==> src/rtl/button_conditioner.sv <==
// Button conditioner: 2-flop sync, debounce and press-pulse generation for seven buttons.
// Define AUTO_REPEAT_EN to add auto-repeat pulses on held up/down/left/right buttons.
module button_conditioner #(
  parameter int DEBOUNCE_CYCLES = 1000000,
  parameter int REPEAT_DELAY    = 25000000,
  parameter int REPEAT_PERIOD   = 5000000
) (
  input  logic       clk_50MHz,
  input  logic       reset,
  input  logic       a_raw,
  input  logic       b_raw,
  input  logic       up_raw,
  input  logic       down_raw,
  input  logic       left_raw,
  input  logic       right_raw,
  input  logic       start_raw,
  output logic       a_button,
  output logic       b_button,
  output logic       up_button,
  output logic       down_button,
  output logic       left_button,
  output logic       right_button,
  output logic       start_button,
  output logic [6:0] held,
  output logic       any_press
);

  localparam int CNT_W = $clog2(DEBOUNCE_CYCLES + 1);

  if (DEBOUNCE_CYCLES < 1 || REPEAT_DELAY < 1 || REPEAT_PERIOD < 1) begin : g_bad_params
    $error("button_conditioner: all cycle parameters must be at least 1");
  end

  logic [6:0]       w_raw;
  logic [6:0]       r_s1;
  logic [6:0]       r_s2;
  logic [6:0]       r_stable;
  logic [6:0]       r_press;
  logic [6:0]       w_flip;
  logic [6:0]       w_pulse;
  logic [CNT_W-1:0] r_cnt [7];

  assign w_raw = {start_raw, right_raw, left_raw, down_raw, up_raw, b_raw, a_raw};

  // Stable level flips once s2 has disagreed with it for DEBOUNCE_CYCLES edges in a row
  always_comb begin
    w_flip = '0;
    for (int i = 0; i < 7; i++) begin
      w_flip[i] = (r_s2[i] != r_stable[i]) && (r_cnt[i] == CNT_W'(DEBOUNCE_CYCLES - 1));
    end
  end

  always_ff @(posedge clk_50MHz or negedge reset) begin
    if (!reset) begin
      r_s1     <= '0;
      r_s2     <= '0;
      r_stable <= '0;
      r_press  <= '0;
      for (int i = 0; i < 7; i++) begin
        r_cnt[i] <= '0;
      end
    end else begin
      r_s1 <= w_raw;
      r_s2 <= r_s1;
      for (int i = 0; i < 7; i++) begin
        if (r_s2[i] == r_stable[i] || w_flip[i]) begin
          r_cnt[i] <= '0;
        end else begin
          r_cnt[i] <= r_cnt[i] + 1'b1;
        end
        if (w_flip[i]) begin
          r_stable[i] <= r_s2[i];
        end
        r_press[i] <= w_flip[i] & r_s2[i];
      end
    end
  end

`ifdef AUTO_REPEAT_EN
  localparam int RPT_MAX = (REPEAT_DELAY > REPEAT_PERIOD) ? REPEAT_DELAY : REPEAT_PERIOD;
  localparam int TMR_W   = $clog2(RPT_MAX + 1);

  // Index j covers directional buttons up/down/left/right (held bits 2..5)
  logic [TMR_W-1:0] r_tmr [4];
  logic [3:0]       r_rpt;
  logic [3:0]       w_fire;

  always_comb begin
    w_fire = '0;
    for (int j = 0; j < 4; j++) begin
      w_fire[j] = r_stable[j+2] && !w_flip[j+2] && (r_tmr[j] == '0);
    end
  end

  always_ff @(posedge clk_50MHz or negedge reset) begin
    if (!reset) begin
      r_rpt <= '0;
      for (int j = 0; j < 4; j++) begin
        r_tmr[j] <= '0;
      end
    end else begin
      r_rpt <= w_fire;
      for (int j = 0; j < 4; j++) begin
        if (w_flip[j+2] && r_s2[j+2]) begin
          r_tmr[j] <= TMR_W'(REPEAT_DELAY - 1);
        end else if (!r_stable[j+2] || w_flip[j+2]) begin
          r_tmr[j] <= '0;
        end else if (w_fire[j]) begin
          r_tmr[j] <= TMR_W'(REPEAT_PERIOD - 1);
        end else begin
          r_tmr[j] <= r_tmr[j] - 1'b1;
        end
      end
    end
  end

  assign w_pulse = r_press | {1'b0, r_rpt, 2'b00};
`else
  assign w_pulse = r_press;
`endif

  assign a_button     = w_pulse[0];
  assign b_button     = w_pulse[1];
  assign up_button    = w_pulse[2];
  assign down_button  = w_pulse[3];
  assign left_button  = w_pulse[4];
  assign right_button = w_pulse[5];
  assign start_button = w_pulse[6];
  assign held         = r_stable;
  assign any_press    = |w_pulse;

endmodule

==> config.mk <==
export PLATFORM = sky130hd
export DESIGN_NAME = button_conditioner
export DESIGN_NICKNAME = d
export VERILOG_FILES = /design/src/rtl/button_conditioner.sv
export SDC_FILE = /design/constraint.sdc
export NUM_CORES = 1
export LEC_CHECK = 0
export ABC_AREA = 0
export BUFFER_PORTS_ARGS = -buffer_cell sky130_fd_sc_hd__buf_2
export CAP_MARGIN = 20
export CORE_ASPECT_RATIO = 0.9
export CORE_MARGIN = 5
export CORE_UTILIZATION = 55
export CTS_CLUSTER_DIAMETER = 40
export CTS_CLUSTER_SIZE = 14
export DETAILED_ROUTE_END_ITERATION = 8
export GPL_ROUTABILITY_DRIVEN = 0
export PLACE_DENSITY = 0.76
export SKIP_CTS_REPAIR_TIMING = 1
export SYNTH_ARGS = -nofsm -noshare
export SYNTH_HDL_FRONTEND = slang
export SYNTH_SLANG_ARGS = --single-unit
==> constraint.sdc <==
create_clock -name clk_50MHz -period 2.16 [get_ports clk_50MHz]
set_input_delay 0 -clock clk_50MHz [delete_from_list [all_inputs] [get_ports clk_50MHz]]
set_output_delay 0 -clock clk_50MHz [all_outputs]
set_load 0.03 [all_outputs]
==> summary.txt, run 1 <==
Synth
  – Number of flops mapped to enable cells by yosys: 0
  – Synth Cell Area: 0.00793 mm²
  – Cells after synthesis: 796
  – Top_reg_cell synth: dfrtp_1
  – Sequential fraction of the synthesis area: 0.530
  – Post-synth ARST share: 1.00
  – Yosys reg bits: 168
  – Count of cell types in the netlist: 44
  – Synthesized area per cell: 9.96 µm²
  – Ys Warns: 0
  – Synth Net Count: 812

CTS
  – Clock slew seen by the registers of the worst setup and hold paths: 0.06 ns
  – Clock root buffer: clkbuf_16
  – Htree depth: 4
  – Total CTS buffers: 17
  – Worst skew pair latency: 0.42 ns
  – CTS sink count: 168
  – Clock Tree Buf Depth: 2
  – CTS tree: yes

Power
  – Total Power: 0.00640 W
  – Power Dens Cells: 706 mW/mm²
  – Lkg Pwr: 3.64 nW
  – Peak supply drop: 0.540 mV

Critical path
  – Worst Setup SP: r_cnt[120]
  – Reg2reg start: r_cnt[120]
  – Reg2Reg Setup Slack: 0.10 ns
  – WP data required: 2.51 ns
  – Crit path cell chain: ha_1 > nand2_1 > or4_4 > or4_1 > a21oi_1
  – Setup Crit Path Kind: flip-flop to flip-flop
  – Slowest stage delay, CP: 0.58 ns
  – CP arrival: 2.41 ns
  – Critical R2R Capture: r_cnt[138]
  – CP Max Fanout: 7
  – Max stage delay cell, worst path: or4_4
  – Worst-case reg-to-reg path depth: 5
  – Startpoint Class: flip-flop
  – Crit end category: flip-flop

Timing
  – Post-Route Skew: 0.00607 ns
  – Worst-margin pin slew: 0.722 ns
  – Tmin final: 2.06 ns
  – WHS: 0.132 ns
  – Max Slew Vio Count: 0
  – Fmax: 0.486 GHz
  – Final setup vio count: 0
  – Final hold vios: 0
  – RSZ-0062 raised after global routing: no
  – Sum of negative setup slack: 0 ns
  – Rel. slew slack: 0.514
  – Setup WS post-layout: 0.101 ns
  – Fin crit share: 0.953

Global routing
  – Largest net degree at the start of global routing: 65
  – Global-route wire length before repair: 26.7 mm
  – Initial antenna violation count: 0
  – Vias in the first global route: 5818
  – Overall global routing resource usage: 0.194
  – GRT overflow: 0

Route
  – Antenna Nets Post-Route: 0
  – DRC: 0
  – DR WL/cell: 14.5 µm
  – Routed vias/inst: 5.69
  – Detailed Route WL: 15.2 mm
  – DRT Pass-1 Iters: 5
  – Vias post-DR: 5971
  – Iter 0 DRT Violations: 425

Place
  – Count of input and output buffers: 23
  – Pre-CTS setup slack: 0.0368 ns
  – DP HPWL: 10.2 mm

Run status
  – Outcome: completed

Floorplan
  – Starting Density: 0.564
  – Die area: 0.0169 mm²
  – Die Span X: 137 µm
  – Std cell rows: 41
  – Number of top-level pins: 24
  – Die H: 124 µm
  – Core box area: 0.0141 mm²

Finish
  – Antenna diode instance count: 0
  – Area occupied by multi-input gates: 0.00355 mm²
  – Register area: 0.00420 mm²
  – Nets: 861
  – Fillcell total: 1125
  – Layout cells sized above 1: 0.114
  – Finished Core Util: 0.645
  – Area added between synthesis and finish: 14.3%

Hold path
  – HP Class: primary input to async pin

Flow run
  – Number of max-cap violations: 0
==> flip-flops by register name, summed over array words and instances, names as in the netlist <==
| register | cells |
|---|---|
| held | 7 |
| r_cnt | 140 |
| r_s1 | 7 |
| r_press | 7 |
| r_s2 | 7 |
==> how the worst max path moves through the flow <==
stage / endpoint / slack (ns)
2_1_floorplan: held[1] / 0.13
3_3_place_gp: r_cnt[58] / 0.10
3_5_place_dp: r_cnt[58] / 0.04
4_1_cts: r_cnt[138] / 0.01
5_1_grt: r_cnt[18] / 0.002
6_report: r_cnt[138] / 0.10
==> synth_stat cells, drive strengths merged, types with 2 or more instances <==
master	number	area share
dfrtp	168	0.53
nor2	114	0.054
xnor2	62	0.068
nand3	53	0.037
nand2	44	0.021
a21oi	36	0.023
nor3	34	0.021
inv	32	0.015
nand4	30	0.024
o21ai	30	0.020
xor2	29	0.032
nor4	26	0.021
or3	23	0.018
or4	17	0.017
o31ai	13	0.014
clkbuf	12	0.0057
and3	11	0.0088
buf	7	0.0052
ha	7	0.011
mux2	7	0.0099
mux2i	6	0.0076
nand2b	6	0.0047
nor4b	5	0.0055
or4b	5	0.0063
a31o	4	0.0044
and4	4	0.0044
and2	2	0.0016
and3b	2	0.0022
or2	2	0.0016
==> final cells by class <==
cell class / instances / share of cell area
clock buffer: 21 / 0.0508
clock inverter: 10 / 0.0134
inverter: 32 / 0.0133
multi-input combinational: 577 / 0.392
sequential: 168 / 0.464
tap: 193 / 0.0266
timing repair buffer: 49 / 0.0399
==> where the power goes <==
group / internal, W / switching, W
logic: 0.0000720 / 0.000139
registers: 0.00319 / 0.0000474
clock network: 0.00176 / 0.00119
==> cells by family after synthesis <==
| family | synth area share |
|---|---|
| AO/OA/AOI/OAI | 0.0616 |
| flip-flops | 0.530 |
| AND/OR/NAND/NOR | 0.253 |
| multiplexers | 0.0175 |
| buffers and inverters | 0.0260 |
| adder cells (fa/ha/maj) | 0.0110 |
| XOR/XNOR | 0.101 |
==> critical path: cells and delay by family (launching register included) <==
family,cells,cell delay (ns)
AO/OA/AOI/OAI,1,0.15
adder cells (fa/ha/maj),1,0.23
flip-flops,1,0.40
AND/OR/NAND/NOR,3,1.20
==> cells in the final DEF, fill, tap and decap left out, types with 3 or more instances in the layout <==
cell	count
xnor2_1	62
inv_1	32
dlygate4sd3_1	8
nand3_1	50
ha_1	6
xor2_1	29
nand2_1	44
nor4b_1	5
nand2b_1	6
or4_4	5
clkbuf_16	17
o21ai_0	28
mux2_2	5
or4_1	12
nor4_1	26
nand4_1	30
clkinvlp_4	4
o31ai_2	3
dfrtp_1	168
or3_1	23
a21oi_1	36
mux2i_1	6
a31o_2	4
nor2_1	113
and3_1	10
nor3_1	33
buf_2	22
or4b_1	5
buf_4	16
and4_1	4
o31ai_1	9
==> per-layer routing <==
layer  vias up  routed length [µm]  track usage
li1       2903                   -            -
met1      2922                6990        0.255
met2       127                7470        0.321
met3        19                 570       0.0424
met4         0                 214       0.0680
met5         -                   0            0
==> stage by stage <==
stage	cell area, µm²	instances
after floorplan	7930	796
after global placement	8380	1011
after detailed placement	8380	1011
after CTS	8960	1042
after global routing	9060	1050
final	9060	1050
(Power assumes the default switching activity.)
==> run 2: changes to the inputs <==
Settings changed: CTS_BUF_LIST set to sky130_fd_sc_hd__clkbuf_8, PLACE_DENSITY 0.76 to 0.73.
Clock period 2.16 ns to 2.52 ns, I/O delays scaled along.
==> run 2 against run 1 <==
  * Design area is 3.1% lower
  * Via count decreased by 2.0%
  * Non-clock buffer count down 8
  * Fmax down 5.1%
  * Setup slack improved by 0.25 ns
  * Sequential power down 15%
  * Total power down 24%
  * Global-route usage fell by 0.80 points
  * Largest cell class unchanged
==> summary.txt, run 2 (synthesis results as in run 1) <==
Route
  – DR WL/cell: 14.0 µm (-3.7%)
  – Met3 wire len: 505 µm (-11%)
  – Vias post-DR: 5854 (-2.0%)
  – Antenna Nets Post-Route: 0 (unchanged)
  – Metal2 WL: 6.93 mm (-7.3%)
  – Routed vias/inst: 5.62 (-1.1%)
  – DRC: 0 (unchanged)
  – Iter 0 DRT Violations: 370 (-13%)
  – DRT Pass-1 Iters: 5 (unchanged)
  – Routed length on met1: 6.95 mm (-0.47%)
  – Detailed Route WL: 14.5 mm (-4.6%)
  – Top layer used by detailed routing: met4

Critical path
  – CP Max Fanout: 18 (+11)
  – Crit end category: flip-flop
  – Startpoint Class: flip-flop
  – Setup Crit Path Kind: flip-flop to flip-flop
  – WP data required: 2.84 ns (+0.33 ns)
  – CP arrival: 2.49 ns (+0.08 ns)
  – Worst-case reg-to-reg path depth: 4 (-1)

Timing
  – Post-Route Skew: 0.00975 ns (+0.00367 ns)
  – Final hold vios: 0 (unchanged)
  – Fin crit share: 0.861 (-0.0919)
  – Rel. slew slack: 0.565 (+0.0506)
  – Max Slew Vio Count: 0 (unchanged)
  – Tmin final: 2.17 ns (+0.111 ns)
  – RSZ-0062 raised after global routing: no
  – Fmax: 0.461 GHz (-5.1%)
  – Final setup vio count: 0 (unchanged)
  – Sum of negative setup slack: 0 ns (unchanged)
  – Worst-margin pin slew: 0.648 ns (-0.0743 ns)

Power
  – Power Dens Cells: 554 mW/mm² (-22%)
  – Switch share: 0.219 (+0.00387)
  – Switching pwr: 0.00106 W (-23%)
  – Lkg Pwr: 3.53 nW (-3.1%)
  – Power share of the clock group: 0.394 (-0.067)
  – Peak supply drop: 0.434 mV (-20%)
  – Flop pwr share: 0.570 (+0.064)
  – Internal power: 0.00380 W (-24%)
  – Logic pwr share: 0.036 (+0.003)

CTS
  – Htree depth: 4 (unchanged)
  – Clock root buffer: clkbuf_8
  – Worst skew pair latency: 0.45 ns (+0.03 ns)
  – Clock slew seen by the registers of the worst setup and hold paths: 0.08 ns (+0.02 ns)
  – Total CTS buffers: 17 (unchanged)
  – CTS tree: yes
  – Clock Tree Buf Depth: 2 (unchanged)
  – CTS sink count: 168 (unchanged)

Floorplan
  – Die H: 124 µm (unchanged)
  – Starting Density: 0.564 (unchanged)
  – Std cell rows: 41 (unchanged)
  – Die area: 0.0169 mm² (unchanged)
  – Number of top-level pins: 24 (unchanged)
  – Die Span X: 137 µm (unchanged)
  – Core box area: 0.0141 mm² (unchanged)

Run status
  – Outcome: completed

Finish
  – Fillcell total: 1142 (+1.5%)
  – Finished Core Util: 0.625 (-0.0201)
  – Most frequent cells in the layout: dfrtp_1 (168), nor2_1 (113), xnor2_1 (62)
  – Area added between synthesis and finish: 10.8%
  – Largest register by flop count: r_cnt
  – Layout cells sized above 1: 0.0979 (-0.0165)
  – Largest register FFs: 140 (unchanged)
  – Nets: 853 (-0.93%)
  – Most common cell after layout, fill and taps aside: dfrtp_1
  – Antenna diode instance count: 0 (unchanged)

Global routing
  – Initial antenna violation count: 0 (unchanged)
  – Largest net degree at the start of global routing: 85 (+31%)
  – Global-route wire length before repair: 25.5 mm (-4.6%)
  – GRT overflow: 0 (unchanged)
  – Vias in the first global route: 5612 (-3.5%)
  – Overall global routing resource usage: 0.186 (-0.00795)

Place
  – DP HPWL: 9.95 mm (-2.8%)
  – Count of input and output buffers: 23 (unchanged)

Hold path
  – HP Class: primary input to async pin

Flow run
  – Number of max-cap violations: 0 (unchanged)
## run 2: final cells by class
cell class / count / area, µm² / share of cell area
inverter: 32 / 120 / 0.0137
multi-input combinational: 577 / 3530 / 0.402
clock inverter: 11 / 133 / 0.0151
tap: 193 / 241 / 0.0275
sequential: 168 / 4200 / 0.479
timing repair buffer: 41 / 289 / 0.0329
clock buffer: 19 / 262 / 0.0298
## run 2: final timing paths
check / start / endpoint / slack, ns
min reg2reg: r_s1[5] / r_s2[5] / 0.35
max in group asynchronous: reset / r_cnt[64] / 1.63
min: reset / r_s2[2] / 0.08
min in group clk_50MHz: up_raw / r_s1[2] / 0.19
max: r_cnt[110] / r_cnt[104] / 0.35
max reg2reg: r_cnt[110] / r_cnt[104] / 0.35
## run 2: routing by layer
metal	global-route usage	vias up
li1	-	2896
met1	0.252	2857
met2	0.300	89
met3	0.0420	12
met4	0.0642	0
met5	0	-
## run 2: through the flow
stage	hold WS, ns	setup WS [ns]	power [W]	instances	instance area [µm²]
after floorplan	-0.296	0.493	0.00290	796	7930
after global placement	-0.00832	0.434	0.00298	1003	8310
after detailed placement	0.00206	0.368	0.00300	1003	8310
after CTS	-0.504	0.339	0.00492	1033	8700
after global routing	0.127	0.214	0.00506	1041	8780
final	0.0812	0.350	0.00486	1041	8780
## run 2: power by group through the flow
| stage | clock network (W) | logic, W | registers (W) |
|---|---|---|---|
| 6_report | 0.00191 | 0.000177 | 0.00277 |
| 5_1_grt | 0.00208 | 0.000209 | 0.00278 |
| 4_1_cts | 0.00198 | 0.000174 | 0.00277 |
| 3_5_place_dp | 0 | 0.000171 | 0.00282 |
| 3_3_place_gp | 0 | 0.000164 | 0.00282 |
| 2_1_floorplan | 0 | 0.0000833 | 0.00282 |
## run 2: critical path: stages (launching register included)
cell and delay (ns):
dfrtp_1 0.42, or4_1 0.54, or4_4 0.53, o21ai_4 0.43
nor2_1 0.11
==> run 3: changes to the inputs <==
Settings changed: MAX_ROUTING_LAYER set to met4.
==> run 3 against run 2 <==
  * Flip-flop and latch count stayed put
  * Register-to-register slack about the same
  * First-iteration DRC count rose by 1.6%
  * Total power about the same
  * Fmax increased by 0.17%
  * Wire length about the same
  * Highest routed layer unchanged
==> summary.txt, run 3 (synthesis results as in run 1) <==
Run status
  – Outcome: completed

Route
  – Top layer used by detailed routing: met4
  – DRT Pass-1 Iters: 5 (unchanged)
  – DR WL/cell: 14.0 µm (about the same)
  – Vias post-DR: 5870 (+0.27%)
  – Metal2 WL: 6.89 mm (-0.49%)
  – Detailed Route WL: 14.6 mm (about the same)
  – Met3 wire len: 516 µm (+2.2%)
  – Routed length on met1: 6.98 mm (+0.42%)
  – Iter 0 DRT Violations: 376 (+1.6%)
  – Routed vias/inst: 5.64 (+0.27%)
  – DRC: 0 (unchanged)
  – Antenna Nets Post-Route: 0 (unchanged)

Floorplan
  – Die H: 124 µm (unchanged)
  – Number of top-level pins: 24 (unchanged)
  – Std cell rows: 41 (unchanged)
  – Starting Density: 0.564 (unchanged)
  – Core box area: 0.0141 mm² (unchanged)
  – Die area: 0.0169 mm² (unchanged)
  – Die Span X: 137 µm (unchanged)

CTS
  – Clock root buffer: clkbuf_8
  – CTS sink count: 168 (unchanged)
  – Clock slew seen by the registers of the worst setup and hold paths: 0.08 ns (about the same)
  – Clock Tree Buf Depth: 2 (unchanged)
  – Worst skew pair latency: 0.45 ns (about the same)
  – Total CTS buffers: 17 (unchanged)
  – Htree depth: 4 (unchanged)
  – CTS tree: yes

Global routing
  – Vias in the first global route: 5612 (unchanged)
  – GRT overflow: 0 (unchanged)
  – Largest net degree at the start of global routing: 85 (unchanged)
  – Global-route wire length before repair: 25.5 mm (about the same)
  – Initial antenna violation count: 0 (unchanged)
  – Overall global routing resource usage: 0.192 (+0.00565)

Timing
  – Sum of negative setup slack: 0 ns (unchanged)
  – Rel. slew slack: 0.566 (+0.000630)
  – Max Slew Vio Count: 0 (unchanged)
  – Tmin final: 2.17 ns (-0.00361 ns)
  – Worst-margin pin slew: 0.647 ns (-0.000938 ns)
  – Final hold vios: 0 (unchanged)
  – Post-Route Skew: 0.00979 ns (+0.0000408 ns)
  – Final setup vio count: 0 (unchanged)
  – Fin crit share: 0.860 (-0.00143)
  – RSZ-0062 raised after global routing: no
  – WHS: 0.0813 ns (+0.0000826 ns)
  – Fmax: 0.462 GHz (+0.17%)

Place
  – Placed Cells incl. Taps: 1003 (unchanged)
  – Count of input and output buffers: 23 (unchanged)
  – DP HPWL: 9.95 mm (unchanged)
  – Placement Cell Area: 0.00831 mm² (unchanged)

Critical path
  – Slowest stage delay, CP: 0.53 ns (about the same)
  – CP Max Fanout: 18 (unchanged)
  – WP data required: 2.84 ns (about the same)
  – Setup Crit Path Kind: flip-flop to flip-flop
  – Worst Setup SP: r_cnt[110]
  – CP arrival: 2.48 ns (about the same)
  – Max stage delay cell, worst path: or4_1
  – Reg2reg start: r_cnt[110]
  – Crit path cell chain: or4_1 > or4_4 > o21ai_4 > nor2_1
  – Startpoint Class: flip-flop
  – Crit end category: flip-flop

Finish
  – Final Non-Filler Cells: 1041 (unchanged)
  – Largest register by flop count: r_cnt
  – Most frequent cells in the layout: dfrtp_1 (168), nor2_1 (113), xnor2_1 (62)
  – Area added between synthesis and finish: 10.8% (unchanged)
  – Antenna diode instance count: 0 (unchanged)
  – Fillcell total: 1142 (unchanged)
  – Most common cell after layout, fill and taps aside: dfrtp_1
  – Finished Cell Area: 0.00878 mm² (unchanged)
  – Area occupied by multi-input gates: 0.00353 mm² (unchanged)
  – Layout cells sized above 1: 0.0979 (unchanged)
  – Largest register FFs: 140 (unchanged)
  – Nets: 853 (unchanged)
  – Register area: 0.00420 mm² (unchanged)

Power
  – Power Dens Cells: 553 mW/mm² (about the same)
  – Peak supply drop: 0.426 mV (-2.1%)
  – Switch share: 0.218 (-0.000494)
  – Internal power: 0.00380 W (about the same)
  – Power share of the clock group: 0.393 (about the same)
  – Lkg Pwr: 3.53 nW (unchanged)
  – Logic pwr share: 0.037 (about the same)
  – Flop pwr share: 0.570 (about the same)
  – Switching pwr: 0.00106 W (-0.29%)

Flow run
  – Number of max-cap violations: 0 (unchanged)

Hold path
  – HP Class: primary input to async pin
run 3: cell counts in the layout (fill, tap and decap cells not counted):
No cell type changed its count.
run 3: path summary, 6_finish.rpt:
path	endpoint	slack [ns]	cells past startpoint
max in group asynchronous	r_cnt[64]	1.63	3
setup / recovery	r_cnt[104]	0.35	4
min in group clk_50MHz	r_s1[2]	0.19	2
hold / removal	r_s2[2]	0.08	2
setup reg to reg	r_cnt[104]	0.35	4
hold reg to reg	r_s2[5]	0.35	0
run 3: final cells by class:
| cell class | count | area share |
|---|---|---|
| Timing Repair Buffer | 41 | 0.0329 |
| Tap cell | 193 | 0.0275 |
| Multi-Input combinational cell | 577 | 0.402 |
| Inverter | 32 | 0.0137 |
| Sequential cell | 168 | 0.479 |
| Clock buffer | 19 | 0.0298 |
| Clock inverter | 11 | 0.0151 |
run 3: worst max-delay path, delay by kind of cell (launching register included):
family / cells / cell delay (ns)
simple gates: 3 / 1.17
compound gates: 1 / 0.43
flops: 1 / 0.42
run 3: stage by stage:
step	power, W	util	worst slack [ns]
after floorplan	0.00290	-	0.493
after global placement	0.00298	0.591	0.434
after detailed placement	0.00300	0.591	0.368
after CTS	0.00492	0.619	0.339
after global routing	0.00506	0.625	0.214
final	0.00486	0.625	0.353
run 3: layer usage:
layer / vias to the layer above / track usage
met5: - / -
met4: 0 / 0.0642
met3: 12 / 0.0412
met2: 99 / 0.300
met1: 2866 / 0.253
li1: 2893 / -
run 3: power groups by stage:
| stage | sequential [W] | clock (W) | combinational [W] |
|---|---|---|---|
| floorplan | 0.00282 | 0 | 0.0000833 |
| global placement | 0.00282 | 0 | 0.000164 |
| detailed placement | 0.00282 | 0 | 0.000171 |
| CTS | 0.00277 | 0.00198 | 0.000174 |
| global route | 0.00278 | 0.00208 | 0.000209 |
| finish | 0.00277 | 0.00191 | 0.000178 |
